===== src/rtl/cs_num_gen.sv =====
// Active-device counter and ADC/Ethernet length calculator for the command/status path.
// Latches the device mask and mode on fs, counts serially, then derives saturated lengths.
module cs_num_gen #(
  parameter int N_DEV      = 8,
  parameter int RX_W       = 10,
  parameter int TX_W       = 12,
  parameter int RX_PER_DEV = 96,
  parameter int RX_HEAD    = 4,
  parameter int TX_HEAD    = 16,
  localparam int CW        = $clog2(N_DEV + 1)
) (
  input  logic             clk,
  input  logic             rst_n,
  input  logic [N_DEV-1:0] cmd_kdev,
  input  logic [1:0]       cmd_mode,
  input  logic             fs,
  output logic             fd,
  output logic [RX_W-1:0]  adc_rx_len,
  output logic [TX_W-1:0]  eth_tx_len,
  output logic [CW-1:0]    dev_cnt,
  output logic             err
);

  localparam int IW = (N_DEV > 1) ? $clog2(N_DEV) : 1;
  // Wide enough that count*RX_PER_DEV shifted by 2 plus a header can never wrap.
  localparam int PW = ((TX_W > RX_W) ? TX_W : RX_W) + CW + 36;

  typedef enum logic [2:0] {
    IDLE,
    SCAN,
    CALC,
    TXC,
    DONE
  } state_t;

  state_t           state_q, state_d;
  logic [N_DEV-1:0] mask_q, mask_d;
  logic [1:0]       mode_q, mode_d;
  logic [IW-1:0]    idx_q, idx_d;
  logic [CW-1:0]    cnt_q, cnt_d;
  logic             sat_q, sat_d;
  logic             fd_q, fd_d;
  logic [RX_W-1:0]  adc_q, adc_d;
  logic [TX_W-1:0]  eth_q, eth_d;
  logic [CW-1:0]    dcnt_q, dcnt_d;
  logic             err_q, err_d;

  logic [PW-1:0]    payload;
  logic [PW-1:0]    rx_sum;
  logic [PW-1:0]    tx_sum;
  logic [1:0]       eff_mode;
  logic             rx_sat;
  logic             tx_sat;

  always_comb begin
    payload  = PW'(cnt_q) * PW'(RX_PER_DEV);
    rx_sum   = payload + PW'(RX_HEAD);
    eff_mode = (mode_q == 2'd3) ? 2'd2 : mode_q;
    tx_sum   = (payload << eff_mode) + PW'(TX_HEAD);
    rx_sat   = (rx_sum > PW'({RX_W{1'b1}}));
    tx_sat   = (tx_sum > PW'({TX_W{1'b1}}));

    state_d = state_q;
    mask_d  = mask_q;
    mode_d  = mode_q;
    idx_d   = idx_q;
    cnt_d   = cnt_q;
    sat_d   = sat_q;
    fd_d    = fd_q;
    adc_d   = adc_q;
    eth_d   = eth_q;
    dcnt_d  = dcnt_q;
    err_d   = err_q;

    unique case (state_q)
      IDLE: begin
        if (fs) begin
          mask_d  = cmd_kdev;
          mode_d  = cmd_mode;
          cnt_d   = '0;
          idx_d   = '0;
          state_d = SCAN;
        end
      end
      SCAN: begin
        cnt_d = cnt_q + CW'(mask_q[idx_q]);
        idx_d = idx_q + 1'b1;
        if (idx_q == IW'(N_DEV - 1)) state_d = CALC;
      end
      CALC: begin
        adc_d   = rx_sat ? '1 : rx_sum[RX_W-1:0];
        sat_d   = rx_sat;
        dcnt_d  = cnt_q;
        state_d = TXC;
      end
      TXC: begin
        eth_d   = tx_sat ? '1 : tx_sum[TX_W-1:0];
        err_d   = sat_q | tx_sat | (mode_q == 2'd3);
        fd_d    = 1'b1;
        state_d = DONE;
      end
      DONE: begin
        if (!fs) begin
          fd_d    = 1'b0;
          state_d = IDLE;
        end
      end
      default: state_d = IDLE;
    endcase
  end

  always_ff @(posedge clk or negedge rst_n) begin
    if (!rst_n) begin
      state_q <= IDLE;
      mask_q  <= '0;
      mode_q  <= '0;
      idx_q   <= '0;
      cnt_q   <= '0;
      sat_q   <= 1'b0;
      fd_q    <= 1'b0;
      adc_q   <= '0;
      eth_q   <= '0;
      dcnt_q  <= '0;
      err_q   <= 1'b0;
    end else begin
      state_q <= state_d;
      mask_q  <= mask_d;
      mode_q  <= mode_d;
      idx_q   <= idx_d;
      cnt_q   <= cnt_d;
      sat_q   <= sat_d;
      fd_q    <= fd_d;
      adc_q   <= adc_d;
      eth_q   <= eth_d;
      dcnt_q  <= dcnt_d;
      err_q   <= err_d;
    end
  end

  assign fd         = fd_q;
  assign adc_rx_len = adc_q;
  assign eth_tx_len = eth_q;
  assign dev_cnt    = dcnt_q;
  assign err        = err_q;

endmodule


===== config.mk =====
export PLATFORM = sky130hd
export DESIGN_NAME = cs_num_gen
export DESIGN_NICKNAME = d
export VERILOG_FILES = /design/src/rtl/cs_num_gen.sv
export SDC_FILE = /design/constraint.sdc
export NUM_CORES = 1
export LEC_CHECK = 0
export BUFFER_PORTS_ARGS = -buffer_cell sky130_fd_sc_hd__buf_2
export CAP_MARGIN = 15
export CORE_MARGIN = 2
export CORE_UTILIZATION = 40
export DETAILED_ROUTE_END_ITERATION = 10
export PLACE_DENSITY = 0.58
export SYNTH_ARGS = -nofsm -noshare
export SYNTH_HDL_FRONTEND = slang
export SYNTH_SLANG_ARGS = --single-unit

===== constraint.sdc =====
create_clock -name clk -period 2.7 [get_ports clk]
set_input_delay 0.27 -clock clk [delete_from_list [all_inputs] [get_ports clk]]
set_output_delay 0.27 -clock clk [all_outputs]
set_load 0.05 [all_outputs]

# Yosys cells after proc, flatten, opt, wreduce, memory -nomap -nowiden
# Index checks and enable logic that the tools add are counted.
dict set report totals {
  out_inout_bits 28
  elab_cells 53
  inputBits 13
  ff_bits 49
}
dict set report op_classes {
  n_eq_ne 9
  n_bitwise 2
  order_cmp 3
  addsub 4
  shifts 1
  reduce_logical 7
  multipliers 1
  mux 15
}
# op count
set ops {}
lappend ops {{52-bit by 5-bit adder with 52-bit output (second input constant)} 1}
lappend ops {{52-bit by 12-bit greater-than comparator with 1-bit output (second input constant)} 1}
lappend ops {{11-bit by 2-bit left shift with 52-bit output} 1}
lappend ops {{3-bit one-hot mux with 5 select lines} 1}
lappend ops {{11-bit by 3-bit adder with 12-bit output (second input constant)} 1}
lappend ops {{12-bit by 10-bit greater-than comparator with 1-bit output (second input constant)} 1}
lappend ops {{12-bit two-way mux} 1}
lappend ops {{3-bit two-way mux} 4}
lappend ops {{10-bit two-way mux} 1}
lappend ops {{4-bit one-hot mux with 2 select lines} 1}
lappend ops {{3-bit by 2-bit == test with 1-bit output (second input constant)} 2}
lappend ops {{3-bit == test (second input constant)} 2}
lappend ops {{4-bit by 2-bit multiplier with 6-bit output (second input constant)} 1}
lappend ops {{2-bit != test (second input constant)} 3}
lappend ops {{3-bit one-hot mux with 2 select lines} 1}
lappend ops {{2-bit AND reduction} 3}
lappend ops {{4-bit by 1-bit adder with 4-bit output} 1}
lappend ops {{3-bit by 4-bit < comparator with 1-bit output (second input constant)} 1}
lappend ops {{4-bit two-way mux} 1}
lappend ops {{2-bit nonzero test} 2}
lappend ops {{3-bit by 1-bit adder with 3-bit output (second input constant)} 1}
lappend ops {{1-bit binary-select mux with 3-bit select} 1}
lappend ops {{3-bit by 1-bit == test with 1-bit output (second input constant)} 1}
lappend ops {{3-bit zero test} 1}
lappend ops {{other kinds (6)} 8}

# Longest topological paths before layout
dict set report depth {
  depth_word 7
  ltp_mapped 8
  ltp_nobuf 7
}

# Worst setup path before layout
# No wires, ideal clock.
dict set report synth_path {
  path_kind {reg-to-reg}
  from {register cnt_q[0]}
  to {register eth_q[9] (netlist: eth_tx_len[9])}
  arrival_time_ps 1834
  setup_slack_ps 777
  synth_period_minus_slack_ps 1923
  path_stages_with_launch 9
  setup_ps 88
  required_ps 2612
  n_path_buf 1
  cell_sequence {dfrtp_1 > ha_1 > inv_1 > fa_1 > nor2b_2 > or2_2 > clkbuf_1 > o21ai_0 > a41oi_1}
}
dict set report synth_via {
  elab_chain_len 5
}
# element line
set synth_rtl {}
lappend synth_rtl {{start, declared} 40} ;# logic [CW-1:0] cnt_q, cnt_d;
lappend synth_rtl {{start signal, assigned} 130} ;# cnt_q <= cnt_d;
lappend synth_rtl {{4-bit by 2-bit multiplier with 6-bit output *} 56} ;# payload = PW'(cnt_q) * PW'(RX_PER_DEV);
lappend synth_rtl {{11-bit by 2-bit left shift with 52-bit output *} 59} ;# tx_sum = (payload << eff_mode) + PW'(TX_HEAD);
lappend synth_rtl {{52-bit by 5-bit adder with 52-bit output *} 59}
lappend synth_rtl {{52-bit by 12-bit greater-than comparator with 1-bit output} 61} ;# tx_sat = (tx_sum > PW'({TX_W{1'b1}}));
lappend synth_rtl {{12-bit two-way mux *} 97} ;# eth_d = tx_sat ? '1 : tx_sum[TX_W-1:0];
lappend synth_rtl {{end signal, assigned} 134} ;# eth_q <= eth_d;
lappend synth_rtl {{end, declared} 44} ;# logic [TX_W-1:0] eth_q, eth_d;
# Every way passes the cells marked *; elsewhere a longest branch is shown, timed or not.
# A chain may end at the register's enable or synchronous reset.

# Worst setup path in the final report
dict set report layout_path {
  from {register cnt_q[0]}
  to {register eth_q[10] (netlist: eth_tx_len[10])}
}
# Same word-level chain as after synthesis.

==> results.cfg <==
[sta]
maxSlewViolCount = 0
slew_headroom_pct = 39.4
hold_viol = 0
setup-violations-final = 0
fin_skew_ns = 0.00656
fmax_ghz = 0.470
setup_tns_ns = 0
holdWs_ns = 0.0919
fin_ws_ns = 0.570
post-route-period-util_pct = 78.9
rsz0062_at_grt = no
post-route-min-period_ns = 2.13
tightest_slew_ns = 0.910

[clock_network]
clockBufferDepth = 2
clk_latency_ns = 0.30
cts_tree = done
numCtsBuffers = 5
clk_pin_slew_ns = 0.08
cts_sinks = 42
post_cts_resized = 0
post_cts_buffers = 0
clock-root-buffer = clkbuf_8
hold_buffers = 0
htree_levels = 2

[final_layout]
layout-drive-gt1-share_pct = 32.2
stdcell_count = 297
final_nets = 248
syn_to_final_growth_pct = 12.7
n_antenna_cell = 0

[detailed_routing]
wl_um = 4020
drtIter0Drc = 102
ant_nets = 0
num_vias = 1504
via_per_inst = 5.06
drc = 0
wire_per_inst_um = 13.5
drt-pass1-iter-count = 4

[critical_path]
r2r_start = cnt_q[0]
crit_path_max_fanout = 7
cp_data_arrival_time_ns = 2.31
worstSetupEndpointType = register
crit_type = register to register
ff2ff_path_depth = 7
reg2reg_to = eth_tx_len[10]
r2r_setup_slack_ns = 0.57
start_kind = register
required_ns = 2.88

[floorplanning]
rows = 26
start_util_pct = 42.0
dieArea_um2 = 6040
core_um2 = 5170
die_x_um = 77.7
die_y_um = 77.7
ioPinCount = 41

[grt]
grt_use_total_pct = 15.1
overflow = 0
grt_pass1_wl_um = 7190
grt_max_degree = 43
grt_pass1_vias = 1501
grt_antenna_before_repair = 0

[yosys]
synth_flop_cell = dfrtp_1
async_flop_share_pct = 100
ys.warnings.count = 0
seq_area_frac_synth_pct = 48.4
syn-num-nets = 218
yosysUniqueCellTypes = 40
yosys_register_bits = 42
synth_area_um2 = 2170
synthCells = 196
syn_area_per_cell_um2 = 11.1
synth-edff-count = 0

[placed_design]
dpl.hpwl_um = 2870
dp_cells = 289
port_buffers = 40
place_congestion = 0.773
pre_cts_ws_ns = 0.568

[outcome]
status = finished clean

[min_path]
hold_path.class = primary input to async pin

[job]
maxCapViolCount = 0
[metrics by stage]
step	instance area, um^2	utilization (%)
6_report	2450	47.3
3_3_place_gp	2340	45.2
3_5_place_dp	2340	45.2
2_1_floorplan	2170	-
4_1_cts	2450	47.3
5_1_grt	2450	47.3
[logic make-up after synthesis]
logic type	count (synthesis)	synth area share, %
and+or+nand+nor	59	15.9
AOI/OAI and AO/OA	42	11.3
DFF	42	48.4
buffers and inverters	22	6.62
muxes	21	11.8
adders and majority gates	9	5.53
xor gates and xnor gates	1	0.403
[cell type report]
class / instances / area (um^2)
fill: 477 / 2720
multi-input combinational: 132 / 978
clock buffer: 5 / 68.8
clock inverter: 3 / 40.0
sequential: 42 / 1050
inverter: 4 / 15.0
timing repair buffer: 41 / 208
tap: 70 / 87.6
[how the worst max path moves through the flow]
stage                         from             end
after floorplan           cnt_q[0]   eth_tx_len[9]
after global placement    cnt_q[0]  eth_tx_len[10]
after detailed placement  cnt_q[0]  eth_tx_len[10]
after CTS                 cnt_q[0]  eth_tx_len[10]
after global routing      cnt_q[0]  eth_tx_len[10]
final                     cnt_q[0]  eth_tx_len[10]
[cells in the final DEF, fill, tap and decap left out, types with 2 or more instances in the layout]
cell type	count
dfrtp_1	42
buf_2	40
nand2_1	18
nor2_1	16
a21oi_1	14
o21ai_0	14
mux2_2	11
ha_1	8
mux2_1	6
o31ai_1	5
clkbuf_8	5
inv_1	4
a31oi_1	3
nand3_1	3
nand3b_1	3
mux4_2	2
nor3b_4	2
nor3_1	2
and3b_1	2
or3b_2	2
or2_2	2
mux2i_1	2
nand2b_1	2
clkinv_2	2
[flip-flops by register name, summed over array words and instances (netlist names)]
signal / flops
mode_q: 2
mask_q: 8
state_q: 3
adc_rx_len: 7
eth_tx_len: 9
fd: 1
cnt_q: 4
err: 1
dev_cnt: 4
idx_q: 3
[synth_stat cells, types with 2 or more instances]
cell,count,area (um^2)
inv_1,4,15.0
o21ai_0,14,70.1
ha_1,8,100
buf_4,8,60.1
o31ai_1,5,37.5
nand2_1,18,67.6
mux2i_1,2,20.0
nor2_1,16,60.1
mux4_2,2,45.0
mux2_2,11,124
mux2_1,6,67.6
clkbuf_1,5,18.8
or2_2,2,12.5
nor3b_4,2,37.5
and3b_1,2,17.5
nor3_1,2,10.0
nand2b_1,2,12.5
a21oi_1,14,70.1
nand3_1,3,15.0
or3b_2,2,17.5
buf_6,4,45.0
a31oi_1,3,18.8
nand3b_1,3,22.5
dfrtp_1,42,1050
[worst max-delay path, cell delays in order, from the launching register on]
cell and delay (ns):
dfrtp_1 0.49, ha_1 0.23, inv_1 0.06, fa_1 0.41, xor2_1 0.23, nor3_1 0.31
a2bb2oi_1 0.19, o21ai_0 0.10
[per-layer routing]
metal | global-route usage, % | vias to the layer above | wire [um]
met5 | 0 | - | 0
met4 | 5.18 | 0 | 48
met3 | 4.07 | 7 | 201
met2 | 24.2 | 39 | 1930
met1 | 19.7 | 721 | 1840
li1 | - | 737 | -
Power is left out: the tool's default activity adds up to more than one toggle a clock period on the data nets, which glitch-free logic cannot reach.
